**src/rtl/sram_mem_controller.sv**
```systemverilog
// MEM-stage SRAM controller: splits each 32-bit load/store into two
// half-word accesses on a 16-bit asynchronous SRAM, low half first.
// ready stays low while an access is in flight and stalls the pipeline.
module sram_mem_controller #(
  parameter logic [31:0] BASE_ADDR   = 32'd1024,
  parameter int          SRAM_AW     = 18,
  parameter int          WAIT_CYCLES = 2
) (
  input  logic               clk,
  input  logic               rst,
  input  logic               wr_en,
  input  logic               rd_en,
  input  logic [31:0]        address,
  input  logic [31:0]        wdata,
  output logic [31:0]        rdata,
  output logic               ready,
  output logic [SRAM_AW-1:0] sram_addr,
  input  logic [15:0]        sram_dq_i,
  output logic [15:0]        sram_dq_o,
  output logic               sram_dq_oe,
  output logic               sram_we_n
);

  typedef enum logic [1:0] {
    ST_IDLE = 2'd0,
    ST_LO   = 2'd1,
    ST_HI   = 2'd2,
    ST_DONE = 2'd3
  } state_t;

  localparam int CW = (WAIT_CYCLES > 1) ? $clog2(WAIT_CYCLES) : 1;
  localparam logic [CW-1:0] CNT_LOAD = CW'(WAIT_CYCLES - 1);
  localparam logic [SRAM_AW-1:0] HW_ONE = {{(SRAM_AW-1){1'b0}}, 1'b1};

  state_t             state_r, state_nxt_s;
  logic [CW-1:0]      cnt_r, cnt_nxt_s;
  logic               op_wr_r, op_wr_nxt_s;
  logic [SRAM_AW-1:0] addr_r, addr_nxt_s;
  logic [31:0]        wdata_r, wdata_nxt_s;
  logic [31:0]        rdata_r, rdata_nxt_s;
  logic [SRAM_AW-1:0] sram_addr_r, sram_addr_nxt_s;
  logic [15:0]        sram_dq_o_r, sram_dq_o_nxt_s;
  logic               sram_dq_oe_r, sram_dq_oe_nxt_s;
  logic               sram_we_n_r, sram_we_n_nxt_s;
  logic               ready_s;

  // Byte offset from the SRAM window; bits outside the half-word range are dropped.
  logic [31:0]        ofs_s;
  logic [SRAM_AW-1:0] lo_in_s;
  logic               unused_ofs_s;
  assign ofs_s        = address - BASE_ADDR;
  assign lo_in_s      = {ofs_s[SRAM_AW:2], 1'b0};
  assign unused_ofs_s = ^{ofs_s[31:SRAM_AW+1], ofs_s[1:0]};

  // Next-state, latch, capture and ready decode for the access sequencer.
  always_comb begin
    state_nxt_s = state_r;
    cnt_nxt_s   = cnt_r;
    op_wr_nxt_s = op_wr_r;
    addr_nxt_s  = addr_r;
    wdata_nxt_s = wdata_r;
    rdata_nxt_s = rdata_r;
    ready_s     = 1'b0;
    case (state_r)
      ST_IDLE: begin
        ready_s = ~(rd_en | wr_en);
        if (wr_en | rd_en) begin
          state_nxt_s = ST_LO;
          cnt_nxt_s   = CNT_LOAD;
          op_wr_nxt_s = wr_en;
          addr_nxt_s  = lo_in_s;
          wdata_nxt_s = wdata;
        end else begin
          state_nxt_s = ST_IDLE;
        end
      end
      ST_LO: begin
        if (cnt_r == '0) begin
          if (!op_wr_r) begin
            rdata_nxt_s[15:0] = sram_dq_i;
          end else begin
            rdata_nxt_s[15:0] = rdata_r[15:0];
          end
          cnt_nxt_s   = CNT_LOAD;
          state_nxt_s = ST_HI;
        end else begin
          cnt_nxt_s = cnt_r - CW'(1'b1);
        end
      end
      ST_HI: begin
        if (cnt_r == '0) begin
          if (!op_wr_r) begin
            rdata_nxt_s[31:16] = sram_dq_i;
          end else begin
            rdata_nxt_s[31:16] = rdata_r[31:16];
          end
          state_nxt_s = ST_DONE;
        end else begin
          cnt_nxt_s = cnt_r - CW'(1'b1);
        end
      end
      ST_DONE: begin
        ready_s     = 1'b1;
        state_nxt_s = ST_IDLE;
      end
      default: begin
        state_nxt_s = ST_IDLE;
      end
    endcase
  end

  // Bus drive for the coming cycle, decoded from the next state so outputs leave flops.
  always_comb begin
    sram_addr_nxt_s  = '0;
    sram_dq_o_nxt_s  = 16'h0000;
    sram_dq_oe_nxt_s = 1'b0;
    sram_we_n_nxt_s  = 1'b1;
    case (state_nxt_s)
      ST_LO: begin
        sram_addr_nxt_s  = addr_nxt_s;
        sram_dq_oe_nxt_s = op_wr_nxt_s;
        sram_we_n_nxt_s  = ~op_wr_nxt_s;
        sram_dq_o_nxt_s  = op_wr_nxt_s ? wdata_nxt_s[15:0] : 16'h0000;
      end
      ST_HI: begin
        sram_addr_nxt_s  = addr_nxt_s | HW_ONE;
        sram_dq_oe_nxt_s = op_wr_nxt_s;
        sram_we_n_nxt_s  = ~op_wr_nxt_s;
        sram_dq_o_nxt_s  = op_wr_nxt_s ? wdata_nxt_s[31:16] : 16'h0000;
      end
      default: begin
        sram_addr_nxt_s  = '0;
        sram_dq_o_nxt_s  = 16'h0000;
        sram_dq_oe_nxt_s = 1'b0;
        sram_we_n_nxt_s  = 1'b1;
      end
    endcase
  end

  // State, latched request, read data and registered SRAM bus; reset abandons any access.
  always_ff @(posedge clk or negedge rst) begin
    if (!rst) begin
      state_r      <= ST_IDLE;
      cnt_r        <= '0;
      op_wr_r      <= 1'b0;
      addr_r       <= '0;
      wdata_r      <= 32'h0000_0000;
      rdata_r      <= 32'h0000_0000;
      sram_addr_r  <= '0;
      sram_dq_o_r  <= 16'h0000;
      sram_dq_oe_r <= 1'b0;
      sram_we_n_r  <= 1'b1;
    end else begin
      state_r      <= state_nxt_s;
      cnt_r        <= cnt_nxt_s;
      op_wr_r      <= op_wr_nxt_s;
      addr_r       <= addr_nxt_s;
      wdata_r      <= wdata_nxt_s;
      rdata_r      <= rdata_nxt_s;
      sram_addr_r  <= sram_addr_nxt_s;
      sram_dq_o_r  <= sram_dq_o_nxt_s;
      sram_dq_oe_r <= sram_dq_oe_nxt_s;
      sram_we_n_r  <= sram_we_n_nxt_s;
    end
  end

  assign rdata      = rdata_r;
  assign ready      = ready_s;
  assign sram_addr  = sram_addr_r;
  assign sram_dq_o  = sram_dq_o_r;
  assign sram_dq_oe = sram_dq_oe_r;
  assign sram_we_n  = sram_we_n_r;

endmodule

```
**config.mk**
```make
export PLATFORM = sky130hd
export DESIGN_NAME = sram_mem_controller
export DESIGN_NICKNAME = d
export VERILOG_FILES = /design/src/rtl/sram_mem_controller.sv
export SDC_FILE = /design/constraint.sdc
export NUM_CORES = 1
export LEC_CHECK = 0
export ABC_AREA = 1
export CORE_MARGIN = 2
export CORE_UTILIZATION = 42
export CTS_CLUSTER_SIZE = 10
export DETAILED_ROUTE_END_ITERATION = 16
export GPL_TIMING_DRIVEN = 0
export PLACE_DENSITY = 0.72
export SLEW_MARGIN = 15
export SYNTH_ARGS = -nofsm -noshare
export SYNTH_HDL_FRONTEND = slang
export SYNTH_SLANG_ARGS = --single-unit
```
**constraint.sdc**
```tcl
create_clock -name clk -period 2.34 [get_ports clk]
set_clock_uncertainty 0.05 [all_clocks]
set_input_delay 0.468 -clock clk [delete_from_list [all_inputs] [get_ports clk]]
set_output_delay 0.468 -clock clk [all_outputs]
set_load 0.01 [all_outputs]
```
==> impl_metrics.csv <==
group,metric,value,unit
sta,setup_viol,0,
layout,stdcell_count,845,
placed_design,port_buffers,137,
logic_synthesis,ys_seq_area_share,61.75,%
drt,wl_per_cell,14.30,um
floorplan,die_w,112.5,um
critical_path,crit_path_max_fanout,3,
sta,finalWorstSetupSlack,145.2,ps
floorplan,io_pins,153,
status,outcome,"finished with violations",
critical_path,critPathLaunchType,"input port",
global_route,first_global_vias,4130,
critical_path,path_cells,"clkdlybuf4s50_1 -> inv_1 -> nand2_2 -> inv_1 -> a21oi_1 -> nor2_1 -> dlygate4sd2_1",
drt,viasPerCell,4.697,
logic_synthesis,synth_top_family_by_area,"simple AND/OR/NAND/NOR gates",
placed_design,place_inst,809,
logic_synthesis,yosys.area_share.simple,19.48,%
clocking,cts_root_buffer,"clkbuf_16",
sta,rsz0062_at_grt,"true",
drt,antenna_left,0,
critical_path,arrival,1680,ps
sta,finalCriticalPeriod,2195,ps
logic_synthesis,synth_xor_area_share,0,%
critical_path,path_common_cell,"inv_1",
critical_path,path_class,"in2out",
floorplan,rows,39,
global_route,antenna_found_initial,0,
logic_synthesis,yosys_register_bits,122,
drt,drt_iter0_drc,142,
sta,slew_headroom,59.13,%
flow_run,maxCapViolCount,0,
sta,whs,-10.65,ps
clocking,clock_sinks,122,
floorplan,core_area,0.01147,sq mm
pwr,ir_worst_vdd,0.6718,mV
clocking,clk_path_buf_depth,2,
logic_synthesis,syn_area,0.004946,sq mm
clocking,tritoncts,"yes",
placed_design,post-place-ws,-407.1,ps
hold_path,hold_path_class,"in2async",
pwr,power_per_cell_area,1398,mW/mm^2
placed_design,postPlaceCellArea,0.006525,sq mm
floorplan,start_util,43.13,%
drt,drt-total-wl,12080,um
placed_design,place_congestion,0.8312,
placed_design,dp.final_hpwl,8331,um
drt,drc,0,
logic_synthesis,synth_fa_ha_area_share,2.277,%
layout,drive_above_1_share,13.11,%
global_route,grt_max_degree,68,
sta,min_period_over_period,93.79,%
sta,worst_slew_pin_slew,613.1,ps
status,failed_checks,"negative hold slack",
logic_synthesis,yosysUniqueCellTypes,25,
drt,via_count,3969,
layout,layout_common_cells,"177 x nand2_1, 135 x clkdlybuf4s50_1, 120 x dfrtp_1",
layout,final_common_cell,"nand2_1",
layout,area_delta_synth_final,45.66,%
clocking,htree_levels,4,
logic_synthesis,synth_nets,621,
layout,antenna_cells,0,
logic_synthesis,synthMuxAreaShare,0,%
logic_synthesis,post_synth.cell_area_avg,9.367,sq um
logic_synthesis,synth-compound-area-share,8.854,%
drt,dr.pass1.iters,4,
critical_path,crit_path_end_kind,"output port",
logic_synthesis,ys_warn_count,0,
floorplan,fp.dieH,112.5,um
layout,final_nets,782,
sta,report.final.slew_viol_count,0,
clocking,clock_latency,420,ps
logic_synthesis,syn_inst,528,
critical_path,crit_required,1820,ps
layout,fin_area,0.007204,sq mm
clocking,clkTransAtPathRegs,50,ps
sta,fmax,455.6,MHz
critical_path,slowest_delay,490,ps
global_route,grt_pass1_wl,19720,um
pwr,power.leakage,3.511,nW
critical_path,r2r_slack,180,ps
global_route,grt_overflow,0,
critical_path,cpMaxStageDelayCell,"clkdlybuf4s50_1",
global_route,track_usage,20.11,%
critical_path,ff2ff_path_depth,13,
sta,hold_viol,14,
floorplan,fp.dieArea,0.01266,sq mm
clocking,cts_buffers,17,
-- logic make-up after synthesis --
family / Yosys count
AO/OA/AOI/OAI: 78
adder cells (fa/ha/maj): 9
buffers and inverters: 81
flip-flops: 122
AND/OR/NAND/NOR: 238
-- worst max-delay path: cells and delay by family --
family	cells	cell delay, ps
AO/OA/AOI/OAI	1	120
buffers and inverters	4	900
AND/OR/NAND/NOR	2	170
-- cell type report --
| class | instances | area (sq um) |
|---|---|---|
| fillers | 923 | 4263 |
| flip-flops and latches | 122 | 3055 |
| multi-input cells | 325 | 1538 |
| repair buffers | 142 | 1433 |
| clock buffers | 25 | 495.5 |
| inverters | 59 | 224.0 |
| well taps | 143 | 178.9 |
| plain buffers | 22 | 167.7 |
| clock inverters | 7 | 112.6 |
-- routing by layer --
layer	track usage (%)	vias to the layer above	part of all wire, %	wire [um]
met1	23.90	1862	40	4859
met4	8.211	0	1.6	193
li1	-	1945	-	-
met5	0	-	0	0
met3	9.017	19	10	1207
met2	32.05	143	48	5823
-- stage by stage --
| stage | utilization (%) | TNS, ps | hold slack [ps] | total power [mW] |
|---|---|---|---|---|
| floorplan | - | 0 | 122.4 | 5.550 |
| global placement | 56.65 | -459680 | 398.6 | 7.142 |
| detailed placement | 56.90 | -5034 | 400.6 | 7.248 |
| CTS | 62.38 | 0 | 10.77 | 10.04 |
| global route | 62.83 | -596.3 | 34.75 | 10.79 |
| finish | 62.83 | 0 | -10.65 | 10.07 |
-- cells in the mapped netlist (all sizes together) --
cell type	n	share of area, %
inv	59	4.5
dfrtp	121	61
o21ai	52	5.9
or2	8	1.0
a22oi	1	0.15
o21a	1	0.15
nand2	193	16
dfstp	1	0.53
clkbuf	4	0.30
buf	18	2.8
nor2	35	2.7
nand4	2	0.25
a21oi	22	2.4
o21bai	2	0.30
ha	9	2.3
-- final timing paths --
path,start,endpoint
setup reg to reg,state_r[0]$_DFF_PN0_,sram_addr[8]$_DFF_PN0_
max in group asynchronous,rst,state_r[0]$_DFF_PN0_
setup / recovery,wr_en,ready
hold / removal,rst,sram_addr[9]$_DFF_PN0_
min in group clk,addr_r[0]$_DFF_PN0_,addr_r[0]$_DFF_PN0_
hold reg to reg,addr_r[0]$_DFF_PN0_,addr_r[0]$_DFF_PN0_
-- report_power, final --
part / internal (mW) / total [mW] / switching [mW]
sequential: 3.02 / 3.36 / 0.340
clock: 1.78 / 2.66 / 0.884
combinational: 1.84 / 4.05 / 2.21
total: 6.64 / 10.1 / 3.43
-- registers in the layout (all words and copies together), names as in the netlist, 2 cells and up --
register	flops
sram_dq_o	16
sram_addr	18
rdata	32
addr_r	18
wdata_r	32
state_r	2
-- repair_timing --
item | 4_1_cts | 5_1_grt
endpoints found under the setup margin | 19 | 30
hold buffers | 0 | 0
gates resized for setup | 5 | 12
setup buffers | 1 | 2
pin swaps | 1 | 1
cloned | 0 | 1
(Power assumes the default switching activity.)
